File: config.mk
export PLATFORM = sky130hd
export DESIGN_NAME = ttt_auto_player
export DESIGN_NICKNAME = d
export VERILOG_FILES = /design/src/rtl/ttt_auto_player.sv
export SDC_FILE = /design/constraint.sdc
export NUM_CORES = 1
export LEC_CHECK = 0
export ABC_AREA = 1
export BUFFER_PORTS_ARGS = -buffer_cell sky130_fd_sc_hd__buf_2
export CAP_MARGIN = 10
export CELL_PAD_IN_SITES_DETAIL_PLACEMENT = 2
export CELL_PAD_IN_SITES_GLOBAL_PLACEMENT = 2
export CORE_MARGIN = 10
export CORE_UTILIZATION = 35
export DETAILED_ROUTE_END_ITERATION = 12
export GPL_ROUTABILITY_DRIVEN = 0
export PLACE_DENSITY = 0.92
export RECOVER_POWER = 100
export SETUP_SLACK_MARGIN = 0.1
export SLEW_MARGIN = 20
export SYNTH_ARGS = -nofsm -noshare
export SYNTH_HDL_FRONTEND = slang
export SYNTH_SLANG_ARGS = --single-unit
File: constraint.sdc
create_clock -name clk -period 11.3 [get_ports clk]
set_input_delay 2.26 -clock clk [delete_from_list [all_inputs] [get_ports clk]]
set_output_delay 2.26 -clock clk [all_outputs]
set_load 0.02 [all_outputs]
File: src/rtl/ttt_auto_player.sv
// ttt_auto_player: tic-tac-toe agent that keeps a shadow board, watches
// opponent moves from the game engine and answers with its own move.
//
// Each THINK pass scores one empty cell per cycle:
//   4 = own mark completes a line
//   3 = blocks an opponent line
//   2 = centre
//   1 = corner
//   0 = any other cell
// The highest score wins, and a tie goes to the lowest cell index.
//
// Ports:
//   clk, reset              clock and synchronous active-high reset
//   start, my_id, i_first   begin a game; agent id; agent moves first
//   obs_valid, obs_x/obs_y  opponent move accepted by the engine
//   stop_game               game over from the engine
//   enable                  one-cycle move strobe
//   data_in_x/data_in_y     agent move (column/row); held between moves
//   player                  {0,my_id} during the strobe, 3 otherwise
//   busy                    high in WAIT_OPP, THINK and ISSUE
//   err                     sticky flag for an illegal observed move
//
// state    | meaning
// IDLE     | after reset, waiting for start
// WAIT_OPP | waiting for the opponent move
// THINK    | 9-cycle scan of cells 0..8
// ISSUE    | strobe the chosen move
// DONE     | game over, waiting for start
module ttt_auto_player (
  input  logic       clk,
  input  logic       reset,
  input  logic       start,
  input  logic       my_id,
  input  logic       i_first,
  input  logic       obs_valid,
  input  logic [1:0] obs_x,
  input  logic [1:0] obs_y,
  input  logic       stop_game,
  output logic       enable,
  output logic [1:0] data_in_x,
  output logic [1:0] data_in_y,
  output logic [1:0] player,
  output logic       busy,
  output logic       err
);

  typedef enum logic [2:0] {
    IDLE     = 3'd0,
    WAIT_OPP = 3'd1,
    THINK    = 3'd2,
    ISSUE    = 3'd3,
    DONE     = 3'd4
  } state_e;

  state_e           state_q, state_d;
  logic [8:0][1:0]  board_q, board_d;
  logic [3:0]       idx_q, idx_d;
  logic             best_valid_q, best_valid_d;
  logic [2:0]       best_score_q, best_score_d;
  logic [3:0]       best_idx_q, best_idx_d;
  logic             my_id_q, my_id_d;
  logic             enable_q, enable_d;
  logic [1:0]       x_q, x_d, y_q, y_d;
  logic [1:0]       player_q, player_d;
  logic             busy_q, busy_d;
  logic             err_q, err_d;

  logic             cur_empty, take, nb_valid, obs_ok;
  logic [2:0]       cur_score, nb_score;
  logic [3:0]       nb_idx, obs_idx;

  // Three cell indices of each of the eight lines, packed {a, b, c}.
  function automatic logic [11:0] line_cells(input int l);
    case (l)
      0:       line_cells = {4'd0, 4'd1, 4'd2};
      1:       line_cells = {4'd3, 4'd4, 4'd5};
      2:       line_cells = {4'd6, 4'd7, 4'd8};
      3:       line_cells = {4'd0, 4'd3, 4'd6};
      4:       line_cells = {4'd1, 4'd4, 4'd7};
      5:       line_cells = {4'd2, 4'd5, 4'd8};
      6:       line_cells = {4'd0, 4'd4, 4'd8};
      default: line_cells = {4'd2, 4'd4, 4'd6};
    endcase
  endfunction

  // Score for placing at idx. A line counts only when the other two cells
  // of that line already hold the same mark.
  function automatic logic [2:0] cell_score(input logic [8:0][1:0] b,
                                            input logic [3:0] idx,
                                            input logic me);
    logic [11:0] ln;
    logic [3:0]  p, q;
    logic        hit, win, blk;
    win = 1'b0;
    blk = 1'b0;
    for (int l = 0; l < 8; l++) begin
      ln  = line_cells(l);
      hit = 1'b1;
      p   = ln[7:4];
      q   = ln[3:0];
      if (idx == ln[11:8]) begin
        p = ln[7:4];
        q = ln[3:0];
      end else if (idx == ln[7:4]) begin
        p = ln[11:8];
        q = ln[3:0];
      end else if (idx == ln[3:0]) begin
        p = ln[11:8];
        q = ln[7:4];
      end else begin
        hit = 1'b0;
      end
      if (hit && b[p] == {1'b0, me} && b[q] == {1'b0, me}) win = 1'b1;
      if (hit && b[p] == {1'b0, ~me} && b[q] == {1'b0, ~me}) blk = 1'b1;
    end
    if (win)                                        cell_score = 3'd4;
    else if (blk)                                   cell_score = 3'd3;
    else if (idx == 4'd4)                           cell_score = 3'd2;
    else if (idx == 4'd0 || idx == 4'd2 ||
             idx == 4'd6 || idx == 4'd8)            cell_score = 3'd1;
    else                                            cell_score = 3'd0;
  endfunction

  // Convert a cell index to its column (x) and row (y).
  function automatic logic [3:0] idx_xy(input logic [3:0] idx);
    case (idx)
      4'd0:    idx_xy = {2'd0, 2'd0};
      4'd1:    idx_xy = {2'd1, 2'd0};
      4'd2:    idx_xy = {2'd2, 2'd0};
      4'd3:    idx_xy = {2'd0, 2'd1};
      4'd4:    idx_xy = {2'd1, 2'd1};
      4'd5:    idx_xy = {2'd2, 2'd1};
      4'd6:    idx_xy = {2'd0, 2'd2};
      4'd7:    idx_xy = {2'd1, 2'd2};
      default: idx_xy = {2'd2, 2'd2};
    endcase
  endfunction

  always_comb begin
    state_d      = state_q;
    board_d      = board_q;
    idx_d        = idx_q;
    best_valid_d = best_valid_q;
    best_score_d = best_score_q;
    best_idx_d   = best_idx_q;
    my_id_d      = my_id_q;
    x_d          = x_q;
    y_d          = y_q;
    err_d        = err_q;

    cur_empty = (board_q[idx_q] == 2'b11);
    cur_score = cell_score(board_q, idx_q, my_id_q);
    // A later cell replaces the running best only on a strictly higher
    // score, so a tie keeps the lower index.
    take      = cur_empty && (!best_valid_q || cur_score > best_score_q);
    nb_valid  = best_valid_q | take;
    nb_idx    = take ? idx_q : best_idx_q;
    nb_score  = take ? cur_score : best_score_q;

    obs_idx   = {2'b00, obs_y} * 4'd3 + {2'b00, obs_x};
    obs_ok    = (obs_x != 2'd3) && (obs_y != 2'd3) && (board_q[obs_idx] == 2'b11);

    case (state_q)
      IDLE, DONE: begin
        if (start) begin
          board_d      = '1;
          err_d        = 1'b0;
          my_id_d      = my_id;
          idx_d        = 4'd0;
          best_valid_d = 1'b0;
          state_d      = i_first ? THINK : WAIT_OPP;
        end
      end
      WAIT_OPP: begin
        if (stop_game) begin
          state_d = DONE;
        end else if (obs_valid) begin
          if (obs_ok) begin
            board_d[obs_idx] = {1'b0, ~my_id_q};
            idx_d            = 4'd0;
            best_valid_d     = 1'b0;
            state_d          = THINK;
          end else begin
            err_d = 1'b1;
          end
        end
      end
      THINK: begin
        if (stop_game) begin
          state_d = DONE;
        end else if (idx_q == 4'd8) begin
          // The last cell is folded in combinationally so the decision
          // lands on the ninth edge.
          if (nb_valid) begin
            board_d[nb_idx] = {1'b0, my_id_q};
            {x_d, y_d}      = idx_xy(nb_idx);
            state_d         = ISSUE;
          end else begin
            state_d = DONE;
          end
        end else begin
          idx_d        = idx_q + 4'd1;
          best_valid_d = nb_valid;
          best_score_d = nb_score;
          best_idx_d   = nb_idx;
        end
      end
      ISSUE: state_d = stop_game ? DONE : WAIT_OPP;
      default: state_d = IDLE;
    endcase

    // Outputs are registered, so they are derived from the next state.
    enable_d = (state_d == ISSUE);
    player_d = (state_d == ISSUE) ? {1'b0, my_id_q} : 2'b11;
    busy_d   = (state_d == WAIT_OPP) || (state_d == THINK) || (state_d == ISSUE);
  end

  always_ff @(posedge clk) begin
    if (reset) begin
      state_q      <= IDLE;
      board_q      <= '1;
      idx_q        <= 4'd0;
      best_valid_q <= 1'b0;
      best_score_q <= 3'd0;
      best_idx_q   <= 4'd0;
      my_id_q      <= 1'b0;
      enable_q     <= 1'b0;
      x_q          <= 2'd0;
      y_q          <= 2'd0;
      player_q     <= 2'b11;
      busy_q       <= 1'b0;
      err_q        <= 1'b0;
    end else begin
      state_q      <= state_d;
      board_q      <= board_d;
      idx_q        <= idx_d;
      best_valid_q <= best_valid_d;
      best_score_q <= best_score_d;
      best_idx_q   <= best_idx_d;
      my_id_q      <= my_id_d;
      enable_q     <= enable_d;
      x_q          <= x_d;
      y_q          <= y_d;
      player_q     <= player_d;
      busy_q       <= busy_d;
      err_q        <= err_d;
    end
  end

  assign enable    = enable_q;
  assign data_in_x = x_q;
  assign data_in_y = y_q;
  assign player    = player_q;
  assign busy      = busy_q;
  assign err       = err_q;

endmodule

* After elaboration in Yosys (flattened, before gate mapping)
Memories as Yosys holds them, arrays and structs flattened.
Index checks and enable logic that the tools add are counted.
** Cells by class
- $add $sub $neg :: 2
- Multipliers :: 1
- $lt $le $gt $ge :: 22
- Eq/ne operators :: 60
- Muxes and demuxes :: 170
- Bitwise operators :: 5
- Reductions and logical operators :: 57
** Operators by type and width (count)
- $bmux W2 S4 :: 18
- $mux W18 :: 7
- $lt A4 B5 Y1 const B :: 19
- $mux W3 :: 27
- $mux W2 :: 36
- $mux W4 :: 17
- $eq A2 B1 Y1 :: 32
- $mux W1 :: 56
- $pmux W18 S3 :: 1
- $logic_and A1 B1 Y1 :: 37
- $bwmux W18 :: 2
- $ne A2 B2 Y1 const B :: 11
- $demux W2 S4 :: 2
- $eq A4 B3 Y1 const B :: 4
- $eq A3 B2 Y1 const B :: 4
- $pmux W3 S4 :: 1
- $pmux W4 S3 :: 1
- $eq A4 B2 Y1 const B :: 2
- $ge A4 B1 Y1 const B :: 2
- $reduce_and A4 Y1 :: 2
- $reduce_and A8 Y1 :: 1
- $reduce_and A7 Y1 :: 1
- $eq A3 B1 Y1 const B :: 2
- $logic_or A1 B1 Y1 :: 6
- other kinds (21) :: 26
** Storage, ports and cells
- Bits in registers :: 43
- Memory bits (read-only) :: 32
- Bits of input ports :: 11
- Output and inout port bits :: 9
- Logic and storage cells :: 340
- Memories kept :: 1
** Memories
- (name not given) :: depth 8, bits a word 4, rd ports 1, clocked after memory_dff 0, wr ports 0, RTL line 126 : case (idx)

* Depth between registers and ports, before layout
Gate-level depths: netlist of the first run.
- Depth in word-level cells :: 32
- Mapped depth :: 35
- Depth with buffers taken out :: 34

* Worst setup path after synthesis of the first run
OpenSTA, ideal clock, no wires.
- Path type :: input -> register
- Start point :: in obs_x[1]
- End point :: reg board_q[3] in the netlist's numbering
- Arrival time :: 4.640 ns
- Slack :: 6.526 ns
- Stages on the path :: 16
- Path buffers :: 2
- Cell sequence :: fa_1 ha_1 inv_1 fa_1 inv_1 nor3_2 nand3_1 nand3_2 nand3_1 nand2_1 and3_1 buf_4 buf_6 nand2_1 nand2_1 nand3_1
** Between the ends
- Longest elaborated chain between the ends :: 10
** RTL lines
- from (decl) :: RTL line 36 : input logic [1:0] obs_x,
- $add A4 B2 Y4 :: RTL line 160 : obs_idx = {2'b00, obs_y} * 4'd3 + {2'b00, obs_x};
- $lt A4 B5 Y1 (not written as such) / $ge A4 B1 Y1 (equally long branches) :: RTL line 179 : board_d[obs_idx] = {1'b0, ~my_id_q};
- $logic_and A1 B1 Y1 (not written as such) :: RTL line 179
- $mux W2 (not written as such) :: RTL line 179
- $demux W2 S4 :: RTL line 179
- $bwmux W18 :: RTL line 179
- $mux W18 :: RTL line 178 : if (obs_ok) begin
- $mux W18 :: RTL line 177 : end else if (obs_valid) begin
- $mux W18 :: RTL line 175 : if (stop_game) begin
- $pmux W18 S3 :: RTL line 163 : case (state_q)
- to (signal assigned) :: RTL line 235 : board_q <= board_d;
- to (decl) :: RTL line 56 : logic [8:0][1:0] board_q, board_d;
Several ways; a longest one is shown, not always the timed one. The select of a mux whose other input is x is not followed.
A chain may end at the register's enable or synchronous reset.

* Final worst setup path of the first run
- Start point :: reg idx_q[0]
- End point :: reg board_q[10] in the netlist's numbering
** Between the ends
- Longest elaborated chain between the ends :: 32
** RTL lines
- from (decl) :: RTL line 57 : logic [3:0] idx_q, idx_d;
- from (signal assigned) :: RTL line 236 : idx_q <= idx_d;
- $eq A4 B2 Y1 :: RTL line 101, 107
- $mux W1 :: RTL line 107 : end else if (idx == ln[3:0]) begin
- $mux W1 :: RTL line 104 : end else if (idx == ln[7:4]) begin
- $mux W1 :: RTL line 101 : if (idx == ln[11:8]) begin
- $bmux W2 S4 :: RTL line 113, 114
- $mux W2 (not written as such) :: RTL line 113, 114
- $eq A2 B1 Y1 :: RTL line 114 : if (hit && b[p] == {1'b0, ~me} && b[q] == {1'b0, ~me}) blk = 1'b1;
- $logic_and A1 B1 Y1 (2 in a row) :: RTL line 114
- [... 10 more ...]
- named net cur_score[1] :: RTL line 69 : logic [2:0] cur_score, nb_score;
- [... 4 more ...]
- named net nb_idx[1] :: RTL line 70 : logic [3:0] nb_idx, obs_idx;
- [... 1 more ...]
- $logic_and A1 B1 Y1 (not written as such) :: RTL line 195 : board_d[nb_idx] = {1'b0, my_id_q};
- $mux W2 (not written as such) :: RTL line 195
- $demux W2 S4 * :: RTL line 195
- $bwmux W18 * :: RTL line 195
- $mux W18 * :: RTL line 194 : if (nb_valid) begin
- $mux W18 * :: RTL line 191 : end else if (idx_q == 4'd8) begin
- $mux W18 * :: RTL line 189 : if (stop_game) begin
- $pmux W18 S3 * :: RTL line 163
Mark *: on every way through the listed nets, which the timed path passes. The rest lies on a longest branch. The select of a mux whose other input is x is not followed.

==> results of run 1 <==
worst min-delay path, cell delays in order (launching register included):
cell and delay (ns):
dfxtp_1 0.32, nand2_1 0.07, a21oi_1 0.06
cell families (layout without fill, tap and decap cells):
| group | Yosys count | after routing | share of synthesized area (%) |
|---|---|---|---|
| fa+ha+maj | 17 | 17 | 5.616 |
| simple gates | 461 | 461 | 49.83 |
| buf+inv | 109 | 114 | 11.42 |
| flops | 43 | 43 | 21.23 |
| compound gates | 86 | 86 | 11.91 |
routing by layer:
layer  routed length (um)  up-vias  global-route usage, %
met2                10770      213                  45.57
met1                 8472     2626                  29.88
met3                 1106       88                  4.094
li1                     -     2323                      -
met4                 1280        0                  16.16
met5                    0        -                      0
through the flow:
step / power, uW / area (um^2) / hold slack [ns] / instances / worst slack, ns
final: 574.9 / 4318 / 0.4942 / 864 / 4.685
after global routing: 599.1 / 4318 / 0.5096 / 864 / 4.276
after CTS: 571.5 / 4350 / 0.4964 / 864 / 5.553
after detailed placement: 397.6 / 4199 / 0.4594 / 856 / 5.471
after global placement: 372.7 / 4199 / 0.4531 / 856 / 5.782
after floorplan: 327.3 / 4055 / 0.4410 / 716 / 6.526
cells in the final DEF (no fill, tap or decap), types with 13 or more instances in the layout:
master	count
nand2_1	273
nand3_1	100
inv_1	80
nor2_1	45
dfxtp_1	43
o21ai_0	39
a21oi_1	21
ha_1	15
nand4_1	13
power groups by stage:
stage | Clock [uW] | Combinational, uW | Sequential (uW)
6_report | 161 | 229 | 185
5_1_grt | 166 | 248 | 185
4_1_cts | 162 | 226 | 183
3_5_place_dp | 0 | 212 | 186
3_3_place_gp | 0 | 189 | 184
2_1_floorplan | 0 | 152 | 175
flip-flops by register name (all words and copies together) (netlist names):
signal,cells
data_in_x,2
busy,1
best_valid_q,1
best_idx_q,4
idx_q,4
board_q,18
state_q,3
player,2
err,1
enable,1
my_id_q,1
data_in_y,2
best_score_q,3
how the worst min path moves through the flow:
stage	cells past startpoint	start	to	slack, ns
after floorplan	2	best_idx_q[0]$_SDFFE_PP0P_	best_idx_q[0]$_SDFFE_PP0P_	0.44
after global placement	2	err$_SDFFE_PP0P_	err$_SDFFE_PP0P_	0.45
after detailed placement	2	data_in_y[0]$_SDFFE_PP0P_	data_in_y[0]$_SDFFE_PP0P_	0.46
after CTS	2	data_in_y[0]$_SDFFE_PP0P_	data_in_y[0]$_SDFFE_PP0P_	0.50
after global routing	2	best_idx_q[1]$_SDFFE_PP0P_	best_idx_q[1]$_SDFFE_PP0P_	0.51
final	2	best_idx_q[1]$_SDFFE_PP0P_	best_idx_q[1]$_SDFFE_PP0P_	0.49
layout make-up:
cell class | instances | area (um^2) | area share, %
clock buffers | 5 | 125.1 | 2.898
clock inverters | 3 | 26.28 | 0.6085
inverters | 86 | 325.3 | 7.534
multi-input cells | 564 | 2714 | 62.85
flip-flops and latches | 43 | 860.8 | 19.94
well taps | 143 | 178.9 | 4.144
repair buffers | 20 | 87.58 | 2.028
==> impl_metrics.tcl, run 1 <==
set metrics [dict create \
    ir_drop_mv 0.07203 \
    drive_gt1_share_pct 5.132 \
    status "finished, final reports clean" \
    avgSynthCellArea_um2 5.664 \
    fp.dieArea_mm2 0.01629 \
    antenna_found_initial 0 \
    die_w_um 127.6 \
    slew_violations 0 \
    cts_root_buffer "clkbuf_16" \
    p_int_uw 303.4 \
    dr.pass1.iters 4 \
    rows 39 \
    critPathMaxStageDelay_ns 0.80 \
    grt_pass1_vias 5830 \
    htree_levels 2 \
    fmax_mhz 151.2 \
    ctsLongestPathBuffers 2 \
    worstMarginPinSlew_ns 1.062 \
    drv_cap 0 \
    r2r_cells 31 \
    hold_buffers 0 \
    cp_num_cells 31 \
    drt_iter0_drc 476 \
    seqPwrFrac_pct 32.2 \
    mappedNetlistArea_mm2 0.004055 \
    path_class "flip-flop to flip-flop" \
    crit_path_end_kind "flip-flop" \
    wire_per_inst_um 25.03 \
    num_vias 5250 \
    synth_commonest_cells "272 x nand2_1, 98 x nand3_1, 77 x inv_1" \
    hold_viol 0 \
    overflow 0 \
    crit_arrival_ns 6.77 \
    initial_utilization_pct 35.67 \
    fin_util_pct 37.98 \
    synth_top_area_share_pct 25.18 \
    power_frac_comb_pct 39.8 \
    clk_pin_slew_ns 0.08 \
    power_density_mw_per_mm2 133.2 \
    yosysMostFrequentCell "nand2_1" \
    fillers 1452 \
    drt_wl_total_um 21630 \
    dp_hpwl_um 14910 \
    crit_required_ns 11.46 \
    finClkSkew_ns 0.007367 \
    cts_tree "yes" \
    cpMaxStageDelayCell "dfxtp_1" \
    p_sw_uw 271.6 \
    critPathLaunch "idx_q[0]$_SDFFE_PP0P_" \
    crit_buf_inv 5 \
    syn_nets 744 \
    clockPowerShare_pct 28.1 \
    synth_warnings 0 \
    ys.flop_type "dfxtp_1" \
    ys_types 37 \
    rsz0062_at_grt "no" \
    cp_max_fo 17 \
    ios 20 \
    reg2reg_slack_ns 4.69 \
    cts_buffers 5 \
    switching_share_pct 47.24 \
    fin_crit_ns 6.615 \
    num_antenna_cells 0 \
    synth-edff-count 0 \
    synth_top_cell_by_area "nand2_1" \
    post_cts_buffers 0 \
    syn_to_final_growth_pct 6.479 \
    drc 0 \
    insertion_delay_ns 0.31 \
    portBuffers 19 \
    grt_max_degree 30 \
    grt_first_pass_wirelength_um 33920 \
    fin_setup_tns_ns 0 \
    die_h_um 127.6 \
    clock_sinks 43 \
    fin_crit_sh_pct 58.54 \
    ant_nets 0 \
    finalSetupViolations 0 \
    hold_class "flip-flop to flip-flop" \
    cts_resized 0 \
    critPathMostFrequentCell "nand2_1" \
    synth_area_leaders "nand2_1 25%, dfxtp_1 21%, nand3_1 12%" \
    yosys_register_bits 43 \
    fin_nets 748 \
    endpoint "board_q[10]$_SDFFE_PP1P_" \
    grt_use_total_pct 26.38 \
    crit_path_start_kind "flip-flop" \
    core_mm2 0.01137 \
    r2r-start "idx_q[0]$_SDFFE_PP0P_" \
    r2r_end "board_q[10]$_SDFFE_PP1P_" \
    cp_top_family "simple AND/OR/NAND/NOR gates" \
    power_leakage_uw 0.002275 \
    async_flop_share_pct 0 \
    slew_headroom_pct 29.23 \
    ys_seq_area_share_pct 21.23 \
    synthCells 716 \
    viasPerCell 6.076 \
]
Power figures use the tool's default switching activity.
==> run 2, diff against run 1 <==
--- a/config.mk
+++ b/config.mk
@@ -5,16 +5,16 @@
 export SDC_FILE = /design/constraint.sdc
 export NUM_CORES = 1
 export LEC_CHECK = 0
-export ABC_AREA = 1
+export ABC_AREA = 0
 export BUFFER_PORTS_ARGS = -buffer_cell sky130_fd_sc_hd__buf_2
 export CAP_MARGIN = 10
 export CELL_PAD_IN_SITES_DETAIL_PLACEMENT = 2
 export CELL_PAD_IN_SITES_GLOBAL_PLACEMENT = 2
 export CORE_MARGIN = 10
-export CORE_UTILIZATION = 35
+export CORE_UTILIZATION = 33
 export DETAILED_ROUTE_END_ITERATION = 12
 export GPL_ROUTABILITY_DRIVEN = 0
-export PLACE_DENSITY = 0.92
+export PLACE_DENSITY = 0.82
 export RECOVER_POWER = 100
 export SETUP_SLACK_MARGIN = 0.1
 export SLEW_MARGIN = 20
==> constraint.sdc (replaced) <==
create_clock -name clk -period 5.9 [get_ports clk]
set_input_delay 1.18 -clock clk [delete_from_list [all_inputs] [get_ports clk]]
set_output_delay 1.18 -clock clk [all_outputs]
set_load 0.02 [all_outputs]
==> impl_metrics.tcl, run 2 <==
set metrics [dict create \
    status "finished, violations left" \
    violations "capacitance limit, slew limit" \
    drt_wl_total_um 15840 \
    regMostFlops "board_q" \
    initial_utilization_pct 33.58 \
    syn_to_final_growth_pct 6.760 \
    met2WireLength_um 7880 \
    num_vias 4293 \
    slew_headroom_pct -11.18 \
    min_to "best_score_q[2]$_SDFFE_PP0P_" \
    p_sw_uw 378.7 \
    synth_warnings 0 \
    ant_nets 0 \
    crit_path_end_kind "flip-flop" \
    overflow 0 \
    synth_top_family_by_area "compound AO/OA/AOI/OAI gates" \
    pre_cts_ws_ns 0.2264 \
    r2r_cells 22 \
    rsz0062_at_grt "no" \
    drt-met1-wl_um 6863 \
    yosysMostFrequentCell "nand2_1" \
    grt_first_pass_wirelength_um 25680 \
    cpMaxStageDelayCell "dfxtp_1" \
    yosys_register_bits 43 \
    dp_hpwl_um 11800 \
    async_flop_share_pct 0 \
    synth_top_cell_by_area "dfxtp_1" \
    fin_nets 549 \
    path_class "flip-flop to flip-flop" \
    synth-simple-area-share_pct 27.60 \
    synthCells 532 \
    r2r_end "board_q[16]$_SDFFE_PP1P_" \
    ys_seq_area_share_pct 21.43 \
    layout_common_cells "46 x nand2_1, 42 x dfxtp_1, 40 x nor2_1" \
    fin_crit_ns 5.421 \
    wl_met3_um 633 \
    worstMarginPinSlew_ns 1.668 \
    synth_mux_area_share_pct 5.514 \
    top_layer "met4" \
    drt_iter0_drc 329 \
    critPathMaxStageDelay_ns 0.50 \
    reg_top3 "board_q x18, best_idx_q x4, idx_q x4" \
    layout_commonest_cell "nand2_1" \
    power_leakage_uw 0.001605 \
    r2r-start "idx_q[1]$_SDFFE_PP0P_" \
    portBuffers 19 \
    finalSetupViolations 0 \
    synth-xor-area-share_pct 1.526 \
    synth_fa_ha_area_share_pct 5.670 \
    slew_violations 37 \
    clk_pin_slew_ns 0.06 \
    fp.dieArea_mm2 0.01698 \
    synth_area_leaders "dfxtp_1 21%, a221o_1 4.7%, ha_1 4.7%" \
    crit_path_start_kind "flip-flop" \
    fin_crit_sh_pct 91.89 \
    mappedNetlistArea_mm2 0.004016 \
    synth_top_area_share_pct 21.43 \
    dr.pass1.iters 5 \
    ir_drop_mv 0.1352 \
    die_w_um 130.3 \
    synth_commonest_cells "46 x nand2_1, 43 x dfxtp_1, 40 x nor2_1" \
    min_path_cells 2 \
    cts_root_buffer "clkbuf_16" \
    synth-edff-count 0 \
    largest_register_ffs 18 \
    die_h_um 130.3 \
    fin_setup_tns_ns 0 \
    worst_slack_ns 0.4786 \
    holdWs_ns 0.4816 \
    ys.flop_type "dfxtp_1" \
    final_cell_area_mm2 0.004288 \
    crit_chain "inv_1, ha_2, buf_4, or3b_2, a211oi_1, o221ai_1, o32ai_1, nor3_1, nand4_2, nor2_1, ha_1, nor2b_1, o21a_1, o21ai_0, nand2_1, and2_0, a21oi_2, ha_1, nand3b_1, mux2i_1, o21ai_0, a221o_1" \
    cts_tree "yes" \
    avgSynthCellArea_um2 7.550 \
    clockPowerShare_pct 30.2 \
    ys_types 80 \
    drc 0 \
    ios 20 \
    clock_sinks 43 \
    core_mm2 0.01196 \
    power_density_mw_per_mm2 224.7 \
    worstHoldStart "best_score_q[2]$_SDFFE_PP0P_" \
    p_int_uw 584.8 \
    hold_viol 0 \
    wire_per_inst_um 23.67 \
    viasPerCell 6.417 \
    antenna_found_initial 0 \
    reg2reg_slack_ns 0.48 \
    cts_buffers 5 \
    finClkSkew_ns 0.01116 \
    grt_use_total_pct 19.16 \
    cp_max_fo 19 \
    place_area_mm2 0.004145 \
    grt_pass1_vias 4544 \
    hold_class "flip-flop to flip-flop" \
    htree_levels 2 \
    syn_nets 560 \
    drv_cap 1 \
    hold_buffers 0 \
    post_cts_buffers 0 \
    rows 40 \
    crit_required_ns 6.09 \
    grt_max_degree 37 \
    seqPwrFrac_pct 39.5 \
    crit_arrival_ns 5.61 \
    insertion_delay_ns 0.31 \
    num_antenna_cells 0 \
    switching_share_pct 39.30 \
    power_frac_comb_pct 30.3 \
    fmax_mhz 184.5 \
    fin_util_pct 35.85 \
    drive_gt1_share_pct 9.962 \
    ctsLongestPathBuffers 2 \
    synth_compound_area_share_pct 31.15 \
]
## run 2: changes by cell type in the layout (fill, tap and decap cells not counted), moves of 8 or more
cell	change
nand4_1	-12
inv_1	-60
nand3_1	-71
nor2b_1	+15
nand2b_1	+14
mux2i_1	+17
a21oi_1	+8
nand2_1	-227
a221o_1	+19
a21o_1	+12
## run 2: repair_timing
action                     in CTS  in global routing
setup endpoints to repair       1                 21
gates cloned                    0                  0
gates resized for setup         1                  4
## run 2: final cells by class
class | count | area (um^2)
Tap cell | 147 | 183.9
Fill cell | 1387 | 7674
Sequential cell | 43 | 862.1
Multi-Input combinational cell | 424 | 2877
Clock buffer | 5 | 125.1
Clock inverter | 3 | 23.77
Timing Repair Buffer | 27 | 141.4
Inverter | 20 | 75.07
## run 2: metal layers
metal,GRT usage [%],vias to the layer above
li1,-,1955
met2,32.70,111
met1,23.68,2195
met4,7.804,0
met5,0,-
met3,2.637,32
## run 2: power by group through the flow
stage | Sequential, uW | Clock [uW] | Combinational, uW
6_report | 381 | 291 | 292
5_1_grt | 382 | 307 | 322
4_1_cts | 378 | 294 | 289
3_5_place_dp | 385 | 0 | 286
3_3_place_gp | 381 | 0 | 267
2_1_floorplan | 337 | 0 | 238
## run 2: worst max-delay path, delay by kind of cell, from the launching register on
family / cells / cell delay (ns)
AOI/OAI and AO/OA: 8 / 1.88
DFF: 1 / 0.50
adders and majority gates: 3 / 0.92
buffers and inverters: 2 / 0.34
and+or+nand+nor: 8 / 1.43
muxes: 1 / 0.21
## run 2: kinds of logic after synthesis
kind of cell / Yosys count
simple gates: 206
compound gates: 173
flops: 43
xor+xnor: 7
fa+ha+maj: 17
buf+inv: 65
mux: 21
## run 2: through the flow
stage                     std cells  power (uW)
after detailed placement        661       670.5
after global routing            669        1012
after floorplan                 532       574.6
after global placement          661       648.7
final                           669       963.5
after CTS                       669       960.8
## run 2: worst max-delay path by stage
| stage | from | endpoint | slack [ns] | depth (start not counted) |
|---|---|---|---|---|
| 2_1_floorplan | idx_q[0]$_SDFFE_PP0P_ | board_q[16]$_SDFFE_PP1P_ | 1.17 | 27 |
| 3_3_place_gp | idx_q[1]$_SDFFE_PP0P_ | board_q[16]$_SDFFE_PP1P_ | 0.62 | 22 |
| 3_5_place_dp | idx_q[1]$_SDFFE_PP0P_ | board_q[16]$_SDFFE_PP1P_ | 0.23 | 22 |
| 4_1_cts | idx_q[3]$_SDFFE_PP0P_ | board_q[16]$_SDFFE_PP1P_ | 0.16 | 20 |
| 5_1_grt | idx_q[1]$_SDFFE_PP0P_ | board_q[16]$_SDFFE_PP1P_ | 0.13 | 22 |
| 6_report | idx_q[1]$_SDFFE_PP0P_ | board_q[16]$_SDFFE_PP1P_ | 0.48 | 22 |
